$ cat config.mk
export PLATFORM = sky130hd
export DESIGN_NAME = shift_arbiter
export DESIGN_NICKNAME = d
export VERILOG_FILES = /design/src/rtl/shift_arbiter.sv
export SDC_FILE = /design/constraint.sdc
export NUM_CORES = 1
export LEC_CHECK = 0
export CORE_MARGIN = 2
export CORE_UTILIZATION = 40
export DETAILED_ROUTE_END_ITERATION = 12
export DONT_BUFFER_PORTS = 1
export PLACE_DENSITY = 0.66
export SETUP_SLACK_MARGIN = 0.5
export SLEW_MARGIN = 0
export SYNTH_ARGS = -nofsm -noshare
export SYNTH_HDL_FRONTEND = slang
export SYNTH_SLANG_ARGS = --single-unit
$ cat constraint.sdc
create_clock -name clk -period 3.55 [get_ports clk]
set_input_delay 0.5325 -clock clk [delete_from_list [all_inputs] [get_ports clk]]
set_output_delay 0.5325 -clock clk [all_outputs]
set_load 0.005 [all_outputs]
$ cat src/rtl/shift_arbiter.sv
// Two-requester round-robin front end for a shared 32-bit barrel shifter.
// Optional SHIFT_ARB_ERR_EN adds out_err and zeroes results of illegal opcodes.
module shift_arbiter #(
  parameter int DW      = 32,
  parameter int SW      = 5,
  parameter int RR_INIT = 0
) (
  input  logic          clk,
  input  logic          rst_n,
  input  logic          r0_valid,
  output logic          r0_ready,
  input  logic [2:0]    r0_op,
  input  logic [DW-1:0] r0_data,
  input  logic [SW-1:0] r0_shamt,
  input  logic          r1_valid,
  output logic          r1_ready,
  input  logic [2:0]    r1_op,
  input  logic [DW-1:0] r1_data,
  input  logic [SW-1:0] r1_shamt,
  output logic          out_valid,
  input  logic          out_ready,
  output logic [DW-1:0] out_data,
  output logic          out_id,
`ifdef SHIFT_ARB_ERR_EN
  output logic          out_err,
`endif
  output logic          busy
);

  typedef enum logic [1:0] {IDLE, EXEC, HOLD} state_t;

  state_t        state, state_nxt;
  logic          ptr;
  logic [2:0]    op_q;
  logic [DW-1:0] data_q;
  logic [SW-1:0] shamt_q;
  logic          id_q;
  logic [DW-1:0] result;

  always_ff @(posedge clk or negedge rst_n) begin
    if (!rst_n) state <= IDLE;
    else        state <= state_nxt;
  end

  // ptr names the requester that wins a tie; ready is gated by reset so it reads 0 while held.
  always_comb begin
    state_nxt = state;
    r0_ready  = 1'b0;
    r1_ready  = 1'b0;
    case (state)
      IDLE: begin
        if (rst_n && r0_valid && (!r1_valid || !ptr)) begin
          r0_ready  = 1'b1;
          state_nxt = EXEC;
        end else if (rst_n && r1_valid) begin
          r1_ready  = 1'b1;
          state_nxt = EXEC;
        end
      end
      EXEC:    state_nxt = HOLD;
      HOLD:    if (out_ready) state_nxt = IDLE;
      default: state_nxt = IDLE;
    endcase
  end

  assign out_valid = (state == HOLD);
  assign busy      = (state != IDLE);

  // Rotates rely on DW == 2**SW: ~shamt equals DW-1-shamt, so shamt 0 contributes nothing.
  always_comb begin
    result = data_q;
    case (op_q)
      3'd0: result = data_q >> shamt_q;
      3'd1: result = data_q << shamt_q;
      3'd2: result = (data_q >> shamt_q) | ((data_q << 1) << (~shamt_q));
      3'd3: result = (data_q << shamt_q) | ((data_q >> 1) >> (~shamt_q));
      3'd4: result = DW'($signed(data_q) >>> shamt_q);
`ifdef SHIFT_ARB_ERR_EN
      default: result = '0;
`else
      default: result = data_q;
`endif
    endcase
  end

  always_ff @(posedge clk or negedge rst_n) begin
    if (!rst_n) begin
      ptr      <= (RR_INIT != 0);
      op_q     <= '0;
      data_q   <= '0;
      shamt_q  <= '0;
      id_q     <= 1'b0;
      out_data <= '0;
      out_id   <= 1'b0;
    end else begin
      if (r0_ready) begin
        op_q    <= r0_op;
        data_q  <= r0_data;
        shamt_q <= r0_shamt;
        id_q    <= 1'b0;
        ptr     <= 1'b1;
      end else if (r1_ready) begin
        op_q    <= r1_op;
        data_q  <= r1_data;
        shamt_q <= r1_shamt;
        id_q    <= 1'b1;
        ptr     <= 1'b0;
      end
      if (state == EXEC) begin
        out_data <= result;
        out_id   <= id_q;
      end
    end
  end

`ifdef SHIFT_ARB_ERR_EN
  always_ff @(posedge clk or negedge rst_n) begin
    if (!rst_n)               out_err <= 1'b0;
    else if (state == EXEC)   out_err <= (op_q > 3'd4);
  end
`endif

endmodule

== Yosys cells after proc, flatten, opt, wreduce, memory -nomap -nowiden ==
Cells that the tools add are included.
W data, S select, Z words.
Word-level totals
  flip-flop bits (word level): 77
  input bits: 85
  output and inout bits: 37
Cells by class
  equality and inequality tests: 8
  shifts and indexed selects: 5
  multiplexer cells: 20
  bitwise operators: 3
  reductions and logical operators: 11
Operator list (count)
  $pmux W32 S5: 1
  $mux W32: 2
  $or A32 B32 Y32: 2
  $shl A32 B5 Y32: 2
  $shr A31 B5 Y32: 1
  $shr A32 B5 Y32: 1
  $sshr A32 B5 Y32: 1
  $mux W5: 2
  $mux W1: 9
  $eq A3 B2 Y1 const B: 2
  $mux W2: 3
  $mux W3: 2
  $pmux W2 S3: 1
  $not A5 Y5: 1
  $reduce_bool A2 Y1: 2
  $eq A3 B1 Y1 const B: 1
  $eq A3 B3 Y1 const B: 1
  $logic_and A1 B1 Y1: 3
  $logic_not A3 Y1: 1
  $ne A3 B3 Y1 const B: 1
  $eq A2 B1 Y1 const B: 1
  $eq A2 B2 Y1 const B: 1
  $logic_not A1 Y1: 2
  $logic_not A2 Y1: 1
  3 further kinds: 3

== Depth between registers and ports, before layout ==
Gate-level depths: netlist of the first run.
  word-level depth: 7
  depth in mapped cells: 10
  depth with buffers taken out: 6

== Least setup slack after synthesis of the first run ==
Ideal clock, no wire load.
  kind: reg2reg
  start: register shamt_q[1]
  end: register out_data[27]
  setup time: 0.130 ns
  arrival time: 2.173 ns
  required time: 3.420 ns
  path slack: 1.246 ns
  stages on the path, launching flop included: 8
  buffers on the path: 1
  period minus slack after synthesis: 2.304 ns
  cell sequence: dfrtp_1 > inv_2 > buf_1 > mux2_2 > a32o_1 > a311o_1 > nor4_1 > nor3_1
Between the ends
  longest elaborated chain between the ends: 4
  elaborated cells on any way between the ends: 9
  classes of those cells: shift: 5; mux: 1; bitwise: 3
RTL lines
  start, declared: RTL line 36  | logic [SW-1:0] shamt_q;
  start signal, assigned: RTL line 99  | shamt_q <= r0_shamt;
  start signal, assigned: RTL line 105  | shamt_q <= r1_shamt;
  $not A5 Y5: RTL line 75, 76
  $shr A31 B5 Y32 / $shl A32 B5 Y32 (equally long branches): RTL line 76, 75
  $or A32 B32 Y32, on equally long branches: RTL line 76, 75
  $pmux W32 S5 (*): RTL line 72  | case (op_q)
  end signal, assigned: RTL line 110  | out_data <= result;
  end, declared: RTL line 22  | output logic [DW-1:0] out_data,
Every way passes the cells marked *; elsewhere a longest branch is shown, timed or not.
A chain may end at the register's enable or synchronous reset.

== Worst setup path in the final report of the first run ==
  start: register shamt_q[1]
  end: register out_data[11]
Same word-level chain as after synthesis.

==> results of run 1 <==
-- cell families (layout without fill, tap and decap cells) --
kind of cell,after synthesis,in the layout,synth area share [%]
AOI/OAI and AO/OA,279,279,23.1
buffers and inverters,120,100,7.47
DFF,77,77,22.6
muxes,160,160,28.2
and+or+nand+nor,348,348,18.6
-- per-stage QoR --
| step | worst slack, ns | power, uW | utilization [%] | hold slack (ns) | instance area (sq um) |
|---|---|---|---|---|---|
| CTS | 0.644 | 11700 | 44.2 | 0.0915 | 9260 |
| finish | 0.643 | 12200 | 44.2 | 0.0687 | 9270 |
| floorplan | 1.25 | 7750 | - | 0.237 | 8530 |
| global placement | 0.433 | 10800 | 42.6 | 0.240 | 8920 |
| global route | 0.548 | 12600 | 44.2 | 0.0890 | 9270 |
| detailed placement | 0.471 | 10700 | 42.6 | 0.240 | 8920 |
-- routing by layer --
| metal | wire, um | part of all wire [%] | vias up | GRT usage, % |
|---|---|---|---|---|
| met1 | 15200 | 37 | 4368 | 45.6 |
| li1 | - | - | 3721 | - |
| met5 | 45 | 0.11 | - | 0 |
| met2 | 17500 | 43 | 794 | 54.4 |
| met4 | 2630 | 6.5 | 4 | 20.0 |
| met3 | 5230 | 13 | 172 | 10.6 |
-- state kept, by name, indices dropped and copies added, names as in the netlist --
| register | count |
|---|---|
| state | 2 |
| ptr | 1 |
| data_q | 32 |
| shamt_q | 5 |
| out_id | 1 |
| id_q | 1 |
| op_q | 3 |
| out_data | 32 |
-- what timing repair did --
item / 4_1_cts / 5_1_grt
buffers inserted: 1 / 0
resized for setup: 0 / 1
hold buffers: 1 / 0
endpoints found under the setup margin: 2 / 2
endpoints found under the hold margin: 77 / 0
-- area by class of cell --
cell class	instances	share of cell area [%]
repair buffers	76	7.18
flip-flops and latches	77	20.9
clock inverters	6	0.689
clock buffers	10	2.47
multi-input cells	787	64.8
inverters	8	0.324
well taps	275	3.71
-- worst max-delay path, cell delays in order, from the launching register on --
cell	delay (ns)
dfrtp_2	0.77
buf_4	0.35
mux4_1	0.34
mux2_2	0.31
a32o_1	0.22
a311o_1	0.32
nor4_1	0.35
nor3_1	0.10
-- where the power goes --
| group | switching (uW) | total, uW | internal [uW] | leakage (uW) |
|---|---|---|---|---|
| clock network | 436 | 982 | 545 | 0.000138 |
| registers | 1310 | 2570 | 1260 | 0.000950 |
| logic | 5070 | 8630 | 3560 | 0.00268 |
| total | 6820 | 12200 | 5360 | 0.00377 |
-- cells in the mapped netlist, types with 11 or more instances --
cell      count
buf_2        11
o21ai_0      50
o22ai_1      16
mux2_2       42
clkbuf_1     70
mux4_2       46
nor3_1       19
buf_6        11
a211oi_1     16
o211ai_1     11
mux2i_1      58
a22oi_1      44
nand2_1     148
a21oi_1      39
dfrtp_1      77
nand3_1      19
or3_1        11
nor4_1       13
nor2_1       83
-- path summary, 6_finish.rpt --
check / startpoint / end / slack [ns] / cells after the start
hold reg to reg: id_q / out_id / 0.52 / 2
hold / removal: rst_n / out_data[28] / 0.07 / 1
setup reg to reg: shamt_q[1] / out_data[11] / 0.64 / 7
setup / recovery: shamt_q[1] / out_data[11] / 0.64 / 7
max in group asynchronous: rst_n / shamt_q[0] / 3.09 / 1
min in group clk: out_ready / state[1] / 0.28 / 1
==> flow_summary.ini, run 1 <==
[placement]
globalplace.congestion = 1.15
hpwl_um = 29700
dp_cells = 1221
numPortBuffers = 0

[global_route]
grt_pass1_wl_um = 58500
antenna_found_initial = 2
overflow = 0
grt_pass1_vias = 8535
grt_max_degree = 78
grt.total_usage_pct = 35.9

[synth]
synth.area.top_cells = dfrtp_1 (23%), mux4_2 (12%), mux2i_1 (6.8%), nand2_1 (6.5%), mux2_2 (5.5%)
synth_area_sq_um = 8530
ys_warn_count = 0
synth.distinct_cells = 78
synth_edf_count = 0
syn-num-nets = 1069
avgSynthCellArea_sq_um = 8.67
syn_inst = 984
synth_top_area_share_pct = 22.6
yosys.area.top_type = dfrtp_1
synthArstFlopShare_pct = 100
ys_seq_elements = 77
synth_ff_type = dfrtp_1
synth-seq-area-share_pct = 22.6

[sta]
relSlewSlack_pct = 41.3
finalCritPeriodShare_pct = 81.9
finalHoldViolCount = 0
max_freq_ghz = 0.344
finalSetupViolCount = 0
tns_ns = 0
rsz0062_at_grt = no
maxSlewViolCount = 0
worst_pin_slew_ns = 0.877
finalCriticalPeriod_ns = 2.91
clock_skew_ns = 0.0142

[setup_path]
arrival_ns = 3.14
critPathKind = flop to flop
required_ns = 3.79
cp_max_fo = 25
critPathLaunchType = flop
endpoint_kind = flop

[clock_network]
clock_latency_ns = 0.36
cts_tree = yes
cts_sinks = 77
cts_root_buf = clkbuf_16
ctsLongestPathBuffers = 2
cts_buffers = 9
h-tree-depth = 3
clk_pin_slew_ns = 0.07

[layout]
n_antenna_cell = 0
finalNonFillerCells = 1239
layout_commonest_cell = nand2_1
layout_common_cells = nand2_1 (148), nor2_1 (82), dfrtp_1 (74)
layout.nets = 1044
fill_cells = 2142
drive_above_1_share_pct = 21.6
syn2layout_area_growth_pct = 8.65
seqCellArea_sq_um = 1930
multi_input_area_sq_um = 6000

[die]
fp.dieArea_sq_um = 22500
io_pins = 122
die_w_um = 150
fp.coreArea_sq_um = 21000
initial_core_util_pct = 40.7
rows = 53
die_h_um = 150

[route]
vias_per_cell = 7.31
totalWireLength_um = 40500
ant_nets = 0
num_vias = 9059
route.detailed.drc = 0
wl_per_cell_um = 32.7
drt-initial-drc-count = 1473
firstDrtPassIters = 6

[pwr]
ir_drop_mv = 0.579
p_leak_uw = 0.00377
power_density_nw_per_um2 = 1310

[hold_path]
hold_class = input port to async pin

[job]
maxCapViolCount = 0

[status]
outcome = finished, final reports clean
Note: power is estimated with default switching activity, not from simulation.
==> inputs of run 2 (changes only) <==
==> constraint.sdc (replaced) <==
create_clock -name clk -period 2.69 [get_ports clk]
set_input_delay 0.4035 -clock clk [delete_from_list [all_inputs] [get_ports clk]]
set_output_delay 0.4035 -clock clk [all_outputs]
set_load 0.005 [all_outputs]
==> flow_summary.ini, run 2 (synthesis gave the netlist of run 1 again) <==
[placement]
dpl_cell_area_sq_um = 9670
dp_slack_ns = 0.0226
numPortBuffers = 0
hpwl_um = 31700
globalplace.congestion = 1.05

[clock_network]
cts_tree = yes
ctsLongestPathBuffers = 2
clk_pin_slew_ns = 0.07
cts_root_buf = clkbuf_16
h-tree-depth = 3
cts_buffers = 9
clock_latency_ns = 0.36
cts_sinks = 77

[hold_path]
hold_class = input port to async pin

[pwr]
ir_drop_mv = 0.681
power_density_nw_per_um2 = 1790
p_sw_uw = 9970
power.total_uw = 18900
p_clk_share_pct = 6.2
intPower_uw = 8980
p_seq_share_pct = 14.0
combPwrFrac_pct = 79.7
p_sw_share_pct = 52.6
p_leak_uw = 0.00440

[die]
fp.dieArea_sq_um = 22500
die_w_um = 150
initial_core_util_pct = 40.7
fp.coreArea_sq_um = 21000
die_h_um = 150
rows = 53
io_pins = 122

[sta]
relSlewSlack_pct = 44.6
maxSlewViolCount = 0
tns_ns = 0
fin_ws_ns = 0.158
finalSetupViolCount = 0
clock_skew_ns = 0.0102
finalCritPeriodShare_pct = 94.1
rsz0062_at_grt = yes
finalCriticalPeriod_ns = 2.53
hold_slack_ns = -0.266
finalHoldViolCount = 77
max_freq_ghz = 0.395
worst_pin_slew_ns = 0.827

[global_route]
grt_max_degree = 79
overflow = 0
antenna_found_initial = 2
grt_pass1_wl_um = 60000
grt_pass1_vias = 8858
grt.total_usage_pct = 36.6

[setup_path]
critical_path.cell_chain = buf_12 -> mux4_2 -> a22o_1 -> and2_1 -> o31ai_2 -> buf_4 -> o2111a_1 -> a211oi_1
required_ns = 2.93
endpoint_kind = flop
critPathLaunchType = flop
slowest_delay_ns = 0.55
cp_slowest_cell = mux4_2
arrival_ns = 2.77
r2r_cells = 8
critPathKind = flop to flop
cp_max_fo = 13

[route]
drt-initial-drc-count = 1249
totalWireLength_um = 41500
ant_nets = 0
vias_per_cell = 6.91
firstDrtPassIters = 6
wl_per_cell_um = 30.7
num_vias = 9358
route.detailed.drc = 0

[layout]
seqCellArea_sq_um = 1930
n_antenna_cell = 0
drive_above_1_share_pct = 35.0
layout_commonest_cell = buf_4
layout.nets = 1159
fill_cells = 2087
multi_input_area_sq_um = 6290
layout_common_cells = buf_4 (166), nand2_1 (146), nor2_1 (80)
syn2layout_area_growth_pct = 24.2
fin_area_sq_um = 10600
biggestRegsByFlops = data_q (32), out_data (32), shamt_q (5)

[status]
outcome = finished with violations
violations = hold timing

[job]
maxCapViolCount = 0
-- run 2: final timing paths --
check                      startpoint      endpoint  slack (ns)
setup / recovery           shamt_q[0]   out_data[5]        0.16
hold / removal                  rst_n  out_data[14]       -0.27
setup reg to reg           shamt_q[0]   out_data[5]        0.16
hold reg to reg                  id_q        out_id        0.50
max in group asynchronous       rst_n    shamt_q[0]        2.82
min in group clk            out_ready      state[1]        0.15
-- run 2: worst max-delay path: cells and delay by family (launching register included) --
kind	cells	cell delay [ns]
buffers and inverters	2	0.38
DFF	1	0.50
muxes	1	0.55
and+or+nand+nor	1	0.18
AOI/OAI and AO/OA	4	0.80
-- run 2: repair_timing --
| item | 4_1_cts | 5_1_grt |
|---|---|---|
| setup buffers | 8 | 9 |
| gates resized for setup | 59 | 31 |
| endpoints found under the setup margin | 34 | 34 |
| pin swaps | 14 | 12 |
| hold endpoints to repair | 77 | 77 |
| gates cloned | 2 | 4 |
-- run 2: layout make-up --
| class | instances | share of cell area (%) |
|---|---|---|
| inverters | 8 | 0.283 |
| clock buffers | 10 | 2.16 |
| clock inverters | 6 | 0.378 |
| well taps | 275 | 3.25 |
| repair buffers | 191 | 16.3 |
| flip-flops and latches | 77 | 18.3 |
| multi-input cells | 787 | 59.4 |
-- run 2: through the flow --
step | utilization (%) | cells
3_3_place_gp | 46.1 | 1315
2_1_floorplan | - | 984
4_1_cts | 49.2 | 1341
3_5_place_dp | 46.1 | 1315
5_1_grt | 50.6 | 1354
6_report | 50.6 | 1354
-- run 2: metal layers --
layer / global-route usage (%) / part of all wire [%]
met4: 17.0 / 5.2
met2: 54.3 / 43
met1: 51.2 / 41
met5: 0 / 0
met3: 7.44 / 10
-- run 2: power groups by stage --
stage               sequential, uW  clock (uW)  combinational [uW]
floorplan                     1990           0                8260
global placement              2610           0               13300
detailed placement            2620           0               13200
CTS                           2620        1200               14100
global route                  2720        1250               15600
finish                        2660        1180               15100
